### src/rtl/aes128_defs.sv
// Shared definitions for the AES-128 inverse round-key streamer.
// FSM encoding, round count, RCON and GF(2^8) helpers.
package aes128_defs;

    localparam logic [3:0] NR = 4'd10;

    typedef enum logic [1:0] {
        S_IDLE   = 2'd0,
        S_EXPAND = 2'd1,
        S_EMIT   = 2'd2,
        S_DONE   = 2'd3
    } state_t;

    // RCON[r-1] for round r, placed later in byte 0 of the word.
    function automatic logic [7:0] rcon(input logic [3:0] r);
        logic [7:0] v;
        v = 8'h00;
        case (r)
            4'd1:    v = 8'h01;
            4'd2:    v = 8'h02;
            4'd3:    v = 8'h04;
            4'd4:    v = 8'h08;
            4'd5:    v = 8'h10;
            4'd6:    v = 8'h20;
            4'd7:    v = 8'h40;
            4'd8:    v = 8'h80;
            4'd9:    v = 8'h1b;
            4'd10:   v = 8'h36;
            default: v = 8'h00;
        endcase
        return v;
    endfunction

    function automatic logic [7:0] gmul(input logic [7:0] a, input logic [7:0] b);
        logic [7:0] p;
        logic [7:0] aa;
        p  = 8'h00;
        aa = a;
        for (int i = 0; i < 8; i++) begin
            if (b[i]) p = p ^ aa;
            aa = {aa[6:0], 1'b0} ^ (aa[7] ? 8'h1b : 8'h00);
        end
        return p;
    endfunction

endpackage

### src/rtl/aes128_key_step.sv
// One AES-128 key-schedule step, forward (dir=0) or inverse (dir=1).
// Both directions share the same four S-boxes via the source mux.
module aes128_key_step
    import aes128_defs::*;
(
    input  logic         dir,
    input  logic [3:0]   round,
    input  logic [127:0] key,
    output logic [127:0] key_nxt
);

    logic [31:0] w_w0, w_w1, w_w2, w_w3;
    logic [31:0] w_p1, w_p2, w_p3;
    logic [31:0] w_src, w_rot, w_sub, w_t;
    logic [31:0] w_f0, w_f1, w_f2, w_f3;

    assign {w_w0, w_w1, w_w2, w_w3} = key;

    assign w_p3 = w_w3 ^ w_w2;
    assign w_p2 = w_w2 ^ w_w1;
    assign w_p1 = w_w1 ^ w_w0;

    assign w_src = dir ? w_p3 : w_w3;
    assign w_rot = {w_src[23:0], w_src[31:24]};

    for (genvar j = 0; j < 4; j++) begin : g_sb
        sbox u_sbox (
            .i_byte (w_rot[8*j +: 8]),
            .o_byte (w_sub[8*j +: 8])
        );
    end

    assign w_t = w_sub ^ {rcon(round), 24'h0};

    assign w_f0 = w_w0 ^ w_t;
    assign w_f1 = w_w1 ^ w_f0;
    assign w_f2 = w_w2 ^ w_f1;
    assign w_f3 = w_w3 ^ w_f2;

    assign key_nxt = dir ? {w_w0 ^ w_t, w_p1, w_p2, w_p3}
                         : {w_f0, w_f1, w_f2, w_f3};

endmodule

### src/rtl/sbox.sv
// AES forward S-box: GF(2^8) inverse as x^254, then the affine map.
// x^254 is the product of x^2, x^4, ..., x^128 (0 maps to 0).
module sbox
    import aes128_defs::*;
(
    input  logic [7:0] i_byte,
    output logic [7:0] o_byte
);

    logic [7:0] w_x2, w_x4, w_x8, w_x16, w_x32, w_x64, w_x128;
    logic [7:0] w_inv;

    assign w_x2   = gmul(i_byte, i_byte);
    assign w_x4   = gmul(w_x2, w_x2);
    assign w_x8   = gmul(w_x4, w_x4);
    assign w_x16  = gmul(w_x8, w_x8);
    assign w_x32  = gmul(w_x16, w_x16);
    assign w_x64  = gmul(w_x32, w_x32);
    assign w_x128 = gmul(w_x64, w_x64);

    assign w_inv = gmul(gmul(gmul(w_x2, w_x4), gmul(w_x8, w_x16)),
                        gmul(gmul(w_x32, w_x64), w_x128));

    assign o_byte = w_inv
                  ^ {w_inv[6:0], w_inv[7]}
                  ^ {w_inv[5:0], w_inv[7:6]}
                  ^ {w_inv[4:0], w_inv[7:5]}
                  ^ {w_inv[3:0], w_inv[7:4]}
                  ^ 8'h63;

endmodule

### src/rtl/aes128_inv_key_stream.sv
// AES-128 round-key streamer: expands forward to key 10, then
// emits keys 10..0 over valid/ready using the inverse schedule.
module aes128_inv_key_stream
    import aes128_defs::*;
(
    input  logic         clk,
    input  logic         rst,
    input  logic [127:0] key_in,
    input  logic         key_load,
    input  logic         replay,
    output logic         busy,
    output logic         rk_valid,
    input  logic         rk_ready,
    output logic [127:0] rk_out,
    output logic [3:0]   rk_idx
);

    state_t       r_state, w_state;
    logic [127:0] r_k, w_k;
    logic [127:0] r_key10, w_key10;
    logic [3:0]   r_cnt, w_cnt;
    logic [3:0]   r_idx, w_idx;
    logic         w_dir;
    logic [3:0]   w_round;
    logic [127:0] w_step;

    assign w_dir   = (r_state == S_EMIT);
    assign w_round = w_dir ? r_idx : r_cnt;

    aes128_key_step u_step (
        .dir     (w_dir),
        .round   (w_round),
        .key     (w_k_src()),
        .key_nxt (w_step)
    );

    function automatic logic [127:0] w_k_src();
        return r_k;
    endfunction

    // Next-state and datapath updates; key_load overrides everything.
    always_comb begin
        w_state = r_state;
        w_k     = r_k;
        w_key10 = r_key10;
        w_cnt   = r_cnt;
        w_idx   = r_idx;
        if (key_load) begin
            w_k     = key_in;
            w_cnt   = 4'd1;
            w_state = S_EXPAND;
        end else begin
            unique case (r_state)
                S_IDLE: ;
                S_EXPAND: begin
                    w_k   = w_step;
                    w_cnt = r_cnt + 4'd1;
                    if (r_cnt == NR) begin
                        w_key10 = w_step;
                        w_idx   = NR;
                        w_state = S_EMIT;
                    end
                end
                S_EMIT: begin
                    if (rk_ready) begin
                        if (r_idx != 4'd0) begin
                            w_k   = w_step;
                            w_idx = r_idx - 4'd1;
                        end else begin
                            w_state = S_DONE;
                        end
                    end
                end
                S_DONE: begin
                    if (replay) begin
                        w_k     = r_key10;
                        w_idx   = NR;
                        w_state = S_EMIT;
                    end
                end
            endcase
        end
    end

    // State and datapath registers with synchronous reset.
    always_ff @(posedge clk) begin
        if (rst) begin
            r_state <= S_IDLE;
            r_k     <= '0;
            r_key10 <= '0;
            r_cnt   <= '0;
            r_idx   <= '0;
        end else begin
            r_state <= w_state;
            r_k     <= w_k;
            r_key10 <= w_key10;
            r_cnt   <= w_cnt;
            r_idx   <= w_idx;
        end
    end

    assign busy     = (r_state == S_EXPAND) || (r_state == S_EMIT);
    assign rk_valid = (r_state == S_EMIT);
    assign rk_out   = r_k;
    assign rk_idx   = r_idx;

endmodule

### config.mk
export PLATFORM = sky130hd
export DESIGN_NAME = aes128_inv_key_stream
export DESIGN_NICKNAME = d
export VERILOG_FILES = /design/src/rtl/aes128_defs.sv /design/src/rtl/aes128_key_step.sv /design/src/rtl/sbox.sv /design/src/rtl/aes128_inv_key_stream.sv
export SDC_FILE = /design/constraint.sdc
export NUM_CORES = 2
export LEC_CHECK = 0
export ABC_AREA = 0
export CAP_MARGIN = 20
export CORE_MARGIN = 10
export CORE_UTILIZATION = 40
export CTS_CLUSTER_DIAMETER = 50
export CTS_CLUSTER_SIZE = 24
export DETAILED_ROUTE_END_ITERATION = 12
export HOLD_SLACK_MARGIN = 0.08
export PLACE_DENSITY = 0.57
export SLEW_MARGIN = 40
export SYNTH_ARGS = -nofsm -noshare
export SYNTH_HDL_FRONTEND = slang
export SYNTH_SLANG_ARGS = --single-unit
### constraint.sdc
create_clock -name clk -period 45.1 [get_ports clk]
set_input_delay 9.02 -clock clk [delete_from_list [all_inputs] [get_ports clk]]
set_output_delay 9.02 -clock clk [all_outputs]
set_load 0.01 [all_outputs]
---- Yosys cells after proc, flatten, opt, wreduce, memory -nomap -nowiden ----
Memory sizes are Yosys's and may differ from the RTL's.
Index checks and enable logic that the tools add are counted.
operators by class
  equality and inequality tests ........... 14
  reductions and logical operators ........ 11
  bitwise gates (word level) .............. 673
  multiplexer cells ....................... 717
  $add $sub $neg .......................... 2
operators with widths
  cell                   count
  $mux W8                416
  $xor A8 B8 Y8          381
  $xor A8 B5 Y8          279
  $mux W5                280
  $mux W128              4
  $pmux W128 S3          1
  $xor A32 B32 Y32       8
  $mux W96               1
  $mux W32               1
  $mux W4                5
  $not A4 Y4             4
  $ne A3 B3 Y1 const B   5
  $pmux W4 S3            1
  $ne A2 B2 Y1 const B   5
  $reduce_and A5 Y1      2
  $mux W2                4
  $reduce_bool A4 Y1     2
  $pmux W2 S3            1
  $reduce_and A6 Y1      1
  $add A4 B1 Y4 const B  1
  $eq A2 B2 Y1 const B   2
  $eq A4 B4 Y1 const B   1
  $reduce_and A4 Y1      1
  $sub A4 B1 Y4 const B  1
  other kinds (8)        10
storage, ports and cells
  bits in registers ....................... 266
  ROM bits ................................ 128
  output and inout port bits .............. 134
  bits of input ports ..................... 133
  memories kept ........................... 1
  word-level logic and storage cells ...... 1425
memories
  name              words  bits a word  rd ports  clocked after Yosys merged registers in  wr ports  RTL line           source
  (name not given)  16     8            1         0                                        0         aes128_defs.sv:18  case (r)

---- Depth between registers and ports, before layout ----
  depth in word-level cells ............... 159
  mapped depth ............................ 90
  mapped depth without buffers ............ 70

---- Modules after synthesis ----
A second synthesis with hierarchy kept.
second synthesis, totals
  cell total of the unflattened synthesis .. 10157
  area total of the unflattened synthesis .. 75758.9 µm²
modules (own cells, without submodules)
  module                 cells each  area an instance (µm²)  seq. area each (µm²)  instances
  sbox                   2004        14945.6                 0.0                   4
  aes128_inv_key_stream  1619        12100.4                 5325.1                1
  aes128_key_step        522         3876.2                  0.0                   1

---- Worst setup path before layout ----
No wires, ideal clock.
  path type ............................... register to register
  from .................................... reg r_state[0]
  to ...................................... reg r_k[92], in the netlist rk_out[92]
  cell stages (with the launch flop) ...... 85
  period minus slack after synthesis ...... 19.251 ns
  setup time .............................. 0.128 ns
  arrival time ............................ 19.123 ns
  required time ........................... 44.972 ns
  buffers on the path ..................... 29
  path slack .............................. 25.849 ns
  path through ............................ dfxtp_1 > inv_1 > ha_1 > buf_6 > buf_6 > buf_6 > buf_6 > buf_12 > buf_6 > buf_4 > buf_6 > buf_6 > buf_2 > buf_2 > buf_6 > buf_6 > clkbuf_1 > nand2_1 > (+49 left out) > xnor3_2 > xnor2_1 > a211oi_1 > or4_1 > a211o_1 > and2_1 > buf_2 > nor2_1 > xor3_1 > xnor3_1 > xnor2_2 > xnor3_1 > xnor3_2 > nor2_1 > a21oi_2 > xnor2_1 > a221oi_1 > nor2_1
on the way
  cells in the longest elaborated chain, start to end .. 153
  elaborated cells between the ends (all ways) .. 358
  those cells by class .................... 6 x eq/ne; 181 x mux; 168 x bitwise; 2 x reduce/logical; 1 x memory
RTL lines
  item                                                   RTL line                              source
  from (decl)                                            aes128_inv_key_stream.sv:18           state_t r_state, w_state;
  from (signal assigned)                                 aes128_inv_key_stream.sv:94           r_state <= w_state;
  $eq A2 B2 Y1 (*)                                       n/a
  named net rk_valid                                     aes128_inv_key_stream.sv:12           output logic rk_valid,
  $mux W32                                               aes128_key_step.sv:23                 assign w_src = dir ? w_p3 : w_w3;
  $mux W5, or another cell as far along                  aes128_defs.sv:41                     aa = {aa[6:0], 1'b0} ^ (aa[7] ? 8'h1b : 8'h00);
  $xor A8 B5 Y8 / $xor A8 B8 Y8 (equally long branches)  aes128_defs.sv:41, aes128_defs.sv:40
  $xor A8 B8 Y8 / $mux W8 (equally long branches)        aes128_defs.sv:40                     if (b[i]) p = p ^ aa;
  $mux W8 / $xor A8 B8 Y8 (equally long branches)        aes128_defs.sv:40
  $xor A8 B8 Y8 / $mux W8 (equally long branches)        aes128_defs.sv:40
  (+138 left out)                                        n/a
  $xor A32 B32 Y32                                       aes128_key_step.sv:33                 assign w_t = w_sub ^ {rcon(round), 24'h0};
  $xor A32 B32 Y32                                       aes128_key_step.sv:35                 assign w_f0 = w_w0 ^ w_t;
  $xor A32 B32 Y32                                       aes128_key_step.sv:36                 assign w_f1 = w_w1 ^ w_f0;
  $mux W96                                               aes128_key_step.sv:40                 assign key_nxt = dir ? {w_w0 ^ w_t, w_p1, w_p2, w_p3}
  $mux W128                                              aes128_inv_key_stream.sv:66           if (r_idx != 4'd0) begin
  $mux W128                                              aes128_inv_key_stream.sv:65           if (rk_ready) begin
  $pmux W128 S3                                          aes128_inv_key_stream.sv:53           unique case (r_state)
  $mux W128                                              aes128_inv_key_stream.sv:48           if (key_load) begin
  to (signal assigned)                                   aes128_inv_key_stream.sv:95           r_k <= w_k;
  to (decl)                                              aes128_inv_key_stream.sv:19           logic [127:0] r_k, w_k;
Mark *: on every way through the listed nets, which the timed path passes. The rest lies on a longest branch. The select of a mux whose other input is x is not followed.
A chain may end at the register's enable or synchronous reset.

---- Worst setup path in the final report ----
  from .................................... reg r_state[0]
  to ...................................... reg r_k[40], in the netlist rk_out[40]
on the way
  cells in the longest elaborated chain, start to end .. 155
  elaborated cells between the ends (all ways) .. 358
  those cells by class .................... 6 x eq/ne; 180 x mux; 170 x bitwise; 2 x reduce/logical
RTL lines
  item                                                   RTL line                                                  source
  $eq A2 B2 Y1                                           aes128_inv_key_stream.sv:27, aes128_inv_key_stream.sv:53
  $mux W32                                               aes128_key_step.sv:23
  $mux W5, or another cell as far along                  aes128_defs.sv:41
  $xor A8 B5 Y8 / $xor A8 B8 Y8 (equally long branches)  aes128_defs.sv:41, aes128_defs.sv:40
  $xor A8 B8 Y8 / $mux W8 (equally long branches)        aes128_defs.sv:40
  $mux W8 / $xor A8 B8 Y8 (equally long branches)        aes128_defs.sv:40
  $xor A8 B8 Y8 / $mux W8 (equally long branches)        aes128_defs.sv:40
  $mux W8 / $xor A8 B8 Y8 (equally long branches)        aes128_defs.sv:40
  (+139 left out)                                        n/a
  $xor A32 B32 Y32                                       aes128_key_step.sv:35
  $xor A32 B32 Y32                                       aes128_key_step.sv:36
  $xor A32 B32 Y32                                       aes128_key_step.sv:37                                     assign w_f2 = w_w2 ^ w_f1;
  $mux W96                                               aes128_key_step.sv:40
  $mux W128                                              aes128_inv_key_stream.sv:66
  $mux W128                                              aes128_inv_key_stream.sv:65
  $pmux W128 S3                                          aes128_inv_key_stream.sv:53
  $mux W128                                              aes128_inv_key_stream.sv:48
Parallel ways exist; a longest one is shown, timed or not. The select of a mux whose other input is x is not followed.

==> impl_metrics.prom <==
# TYPE chip_impl_metric gauge
chip_impl_info{name="status",value="finished clean"} 1
chip_impl_metric{name="wl",unit="mm"} 276
chip_impl_info{name="ctsRootBufferMaster",value="sky130_fd_sc_hd__clkbuf_16"} 1
chip_impl_metric{name="place.gp.congestion",unit=""} 0.931
chip_impl_metric{name="timing.critical_path.depth",unit=""} 63
chip_impl_info{name="tritoncts_clock_tree",value="yes"} 1
chip_impl_metric{name="postSynthNetCount",unit=""} 10400
chip_impl_metric{name="cts.path.max_buffers",unit=""} 3
chip_impl_metric{name="timing.slew.headroom",unit=""} 0.405
chip_impl_metric{name="seq_area_frac_synth",unit=""} 0.0704
chip_impl_metric{name="r2r.worst_path.cells",unit=""} 63
chip_impl_info{name="crit_path_start_kind",value="flop"} 1
chip_impl_metric{name="final.setup.worst_slack",unit="ps"} 23300
chip_impl_metric{name="initial_core_util",unit=""} 0.403
chip_impl_metric{name="die_height",unit="um"} 455
chip_impl_metric{name="insertion_delay",unit="ps"} 590
chip_impl_metric{name="timing.final.setup_violations",unit=""} 0
chip_impl_metric{name="post_synth.cell_area_avg",unit="um2"} 7.37
chip_impl_metric{name="yosysWarnings",unit=""} 0
chip_impl_metric{name="postCtsResizedCells",unit=""} 0
chip_impl_metric{name="pre_cts_ws",unit="ps"} 23620
chip_impl_metric{name="drive_gt1_frac",unit=""} 0.0849
chip_impl_metric{name="first_pass_grt_wire_length",unit="mm"} 422
chip_impl_metric{name="min_period_over_period",unit=""} 0.483
chip_impl_info{name="setup.worst_path.end_class",value="flop"} 1
chip_impl_metric{name="global_route.usage.total",unit=""} 0.252
chip_impl_metric{name="synth.cell_area",unit="um2"} 75600
chip_impl_metric{name="flow.area_growth_from_synthesis",unit="%"} 9.08
chip_impl_metric{name="time_the_final_worst_path_needs_with_i_o_delays_and_setup",unit="ps"} 21800
chip_impl_metric{name="fraction_of_registers_with_async_set_reset",unit=""} 0
chip_impl_metric{name="via_count",unit=""} 73300
chip_impl_metric{name="cts_made_buffers",unit=""} 38
chip_impl_metric{name="syn-instance-count",unit=""} 10300
chip_impl_metric{name="arrival",unit="ps"} 22280
chip_impl_metric{name="stdcell_area",unit="um2"} 82500
chip_impl_metric{name="htree_num_levels",unit=""} 2
chip_impl_info{name="cp_slowest_cell",value="sky130_fd_sc_hd__xnor3_1"} 1
chip_impl_metric{name="first_iter_violations",unit=""} 6428
chip_impl_info{name="top_usage_layer",value="met2"} 1
chip_impl_metric{name="finalCoreUtilization",unit=""} 0.439
chip_impl_metric{name="std_cell_rows",unit=""} 159
chip_impl_metric{name="critPathBufInv",unit=""} 8
chip_impl_metric{name="synth_edf_count",unit=""} 0
chip_impl_metric{name="maxCapViolations",unit=""} 0
chip_impl_metric{name="use_met2",unit=""} 0.428
chip_impl_info{name="rsz_0062_raised_after_global_routing",value="no"} 1
chip_impl_metric{name="net_count_final",unit=""} 10300
chip_impl_metric{name="worst_setup_hold_path_clk_slew",unit="ps"} 80
chip_impl_metric{name="hold_viol",unit=""} 0
chip_impl_metric{name="wire_per_inst",unit="um"} 21.8
chip_impl_metric{name="use_met3",unit=""} 0.0218
chip_impl_metric{name="drt_first_pass_iters",unit=""} 6
chip_impl_info{name="path_class",value="flop to flop"} 1
chip_impl_metric{name="hold_fix_buffers_at_cts",unit=""} 0
chip_impl_metric{name="io_buffer_count",unit=""} 266
chip_impl_metric{name="overall_die_area",unit="um2"} 207000
chip_impl_info{name="worst_path_dominant_cell_family",value="XOR/XNOR gates"} 1
chip_impl_metric{name="grt_overflow_total",unit=""} 0
chip_impl_metric{name="detail-route-antenna-nets",unit=""} 0
chip_impl_metric{name="synth_cell_types",unit=""} 150
chip_impl_info{name="class_of_the_most_critical_hold_timing_path",value="flop to flop"} 1
chip_impl_metric{name="timing.critical_path.required",unit="ps"} 45580
chip_impl_metric{name="min_delay_path_depth",unit=""} 2
chip_impl_metric{name="boundaryPins",unit=""} 267
chip_impl_metric{name="worstMarginPinSlew",unit="ps"} 886
chip_impl_metric{name="route.detailed.vias_per_inst",unit=""} 5.79
chip_impl_metric{name="dp_hpwl",unit="mm"} 205
chip_impl_metric{name="ys_seq_elements",unit=""} 266
chip_impl_metric{name="post-cts-setup-buffers",unit=""} 0
chip_impl_metric{name="vias_in_the_first_global_route",unit=""} 69600
chip_impl_metric{name="core_area",unit="um2"} 188000
chip_impl_metric{name="grtUsageMet1",unit=""} 0.310
chip_impl_metric{name="critical_path_peak_fanout",unit=""} 145
chip_impl_info{name="critPathMostFrequentCell",value="sky130_fd_sc_hd__xnor2_1"} 1
chip_impl_metric{name="fin_setup_tns",unit="ps"} 0
chip_impl_metric{name="finalClockSkew",unit="ps"} 44.9
chip_impl_metric{name="placedInstanceArea",unit="um2"} 80800
chip_impl_info{name="yosys_most_used_dff",value="sky130_fd_sc_hd__dfxtp_1"} 1
chip_impl_metric{name="horizontal_die_dimension",unit="um"} 455
chip_impl_metric{name="drt_drc_violations_left",unit=""} 0
chip_impl_metric{name="slew_violations",unit=""} 0
chip_impl_metric{name="grt_antenna_before_repair",unit=""} 12
chip_impl_metric{name="grt_max_degree",unit=""} 146
chip_impl_metric{name="clock_sinks",unit=""} 266
chip_impl_metric{name="max_freq",unit="MHz"} 45.9
chip_impl_metric{name="crit_path_max_incr_delay",unit="ps"} 850
[tightest hold or removal path, stage by stage, from the launching register on]
cell and delay, ps:
sky130_fd_sc_hd__dfxtp_1 310, sky130_fd_sc_hd__nand2_1 50, sky130_fd_sc_hd__a21oi_1 50
[layer usage]
| metal | up-vias | wire (um) | share of wire |
|---|---|---|---|
| met5 | - | 12 | 0.000044 |
| met2 | 2459 | 132000 | 0.48 |
| li1 | 35100 | - | - |
| met1 | 35200 | 112000 | 0.40 |
| met3 | 527 | 13800 | 0.050 |
| met4 | 2 | 18500 | 0.067 |
[cells by family after synthesis]
family                   after synthesis  synth area share
AO/OA/AOI/OAI                       2226             0.193
AND/OR/NAND/NOR                     3683             0.220
adder cells (fa/ha/maj)               43           0.00702
XOR/XNOR                            2926             0.424
multiplexers                         247            0.0343
flip-flops                           266            0.0704
buffers and inverters                871            0.0517
[cell type report]
class                      instances  area (um2)
inverter                         154         588
timing repair buffer             537        4730
fill                           19100      105000
clock inverter                    21         322
antenna                            9        22.5
clock buffer                      49        1030
tap                             2495        3120
multi-input combinational       9125       67300
sequential                       266        5330
[through the flow]
stage	hold slack (ps)	cells
after global routing	470	12700
after CTS	451	12600
after global placement	436	12600
after floorplan	425	10300
after detailed placement	441	12600
final	450	12700
[placed cells by master (no fill, tap or decap), types with 33 or more instances in the layout]
cell type and count:
sky130_fd_sc_hd__clkdlybuf4s50_1 264, sky130_fd_sc_hd__inv_1 118, sky130_fd_sc_hd__xnor2_1 1843, sky130_fd_sc_hd__nor2b_1 86, sky130_fd_sc_hd__and3_1 48, sky130_fd_sc_hd__a221oi_1 57
sky130_fd_sc_hd__xnor2_2 178, sky130_fd_sc_hd__buf_4 266, sky130_fd_sc_hd__a211oi_1 111, sky130_fd_sc_hd__a31oi_1 54, sky130_fd_sc_hd__nand4_1 33, sky130_fd_sc_hd__a21oi_1 641
sky130_fd_sc_hd__xor2_1 468, sky130_fd_sc_hd__nor2_1 1344, sky130_fd_sc_hd__a2111oi_0 34, sky130_fd_sc_hd__nand3_1 246, sky130_fd_sc_hd__xor3_1 33, sky130_fd_sc_hd__xor2_2 56
sky130_fd_sc_hd__o21ai_1 58, sky130_fd_sc_hd__o211ai_1 82, sky130_fd_sc_hd__nor3_1 268, sky130_fd_sc_hd__or3_1 76, sky130_fd_sc_hd__and2_1 86, sky130_fd_sc_hd__clkbuf_16 38
sky130_fd_sc_hd__xnor3_1 283, sky130_fd_sc_hd__nand2_1 1128, sky130_fd_sc_hd__o22ai_1 132, sky130_fd_sc_hd__a21o_1 38, sky130_fd_sc_hd__nand2b_1 119, sky130_fd_sc_hd__o21ai_0 460
sky130_fd_sc_hd__ha_1 38, sky130_fd_sc_hd__mux2i_1 205, sky130_fd_sc_hd__a22oi_1 55, sky130_fd_sc_hd__o221ai_1 36, sky130_fd_sc_hd__dfxtp_1 266, sky130_fd_sc_hd__a32oi_1 56
[flip-flops by register name, indices dropped and copies added (netlist names)]
name     cells
rk_out     128
r_key10    128
r_state      2
rk_idx       4
r_cnt        4
[cell usage after synthesis, drive strengths merged, types with 31 or more instances]
master,n,area [um2]
mux2,32,360
nand3b,31,233
a31oi,55,359
nor2,1373,5250
o21ai,520,2610
o221ai,40,375
xnor3,311,7040
inv,142,536
and3,49,312
a2111oi,39,380
nand2b,119,744
o22ai,134,851
a21oi,650,3310
or3,77,487
o211ai,84,641
ha,40,500
xor2,532,5000
nand3,248,1250
nor2b,86,538
xor3,38,910
nand4,33,206
a21boi,37,304
a221oi,61,559
a211oi,121,961
a22oi,57,447
nand2,1138,4290
buf,304,1750
mux2i,212,2170
o31ai,31,233
a21o,38,285
a32oi,57,507
dfxtp,266,5330
xnor2,2045,19100
nor3,275,1410
clkbuf,412,1570
and2,90,563
nor4,37,280
[worst paths after layout]
| check | from | to | slack [ps] |
|---|---|---|---|
| max | r_state[0]$_SDFFE_PP0P_ | rk_out[40]$_SDFFE_PP0P_ | 23300 |
| min reg2reg | r_key10[44]$_SDFFE_PP0P_ | r_key10[44]$_SDFFE_PP0P_ | 450 |
| max reg2reg | r_state[0]$_SDFFE_PP0P_ | rk_out[40]$_SDFFE_PP0P_ | 23300 |
| min | r_key10[44]$_SDFFE_PP0P_ | r_key10[44]$_SDFFE_PP0P_ | 450 |
Power is left out: the tool's default activity adds up to more than one toggle a clock period on the data nets, which glitch-free logic cannot reach.
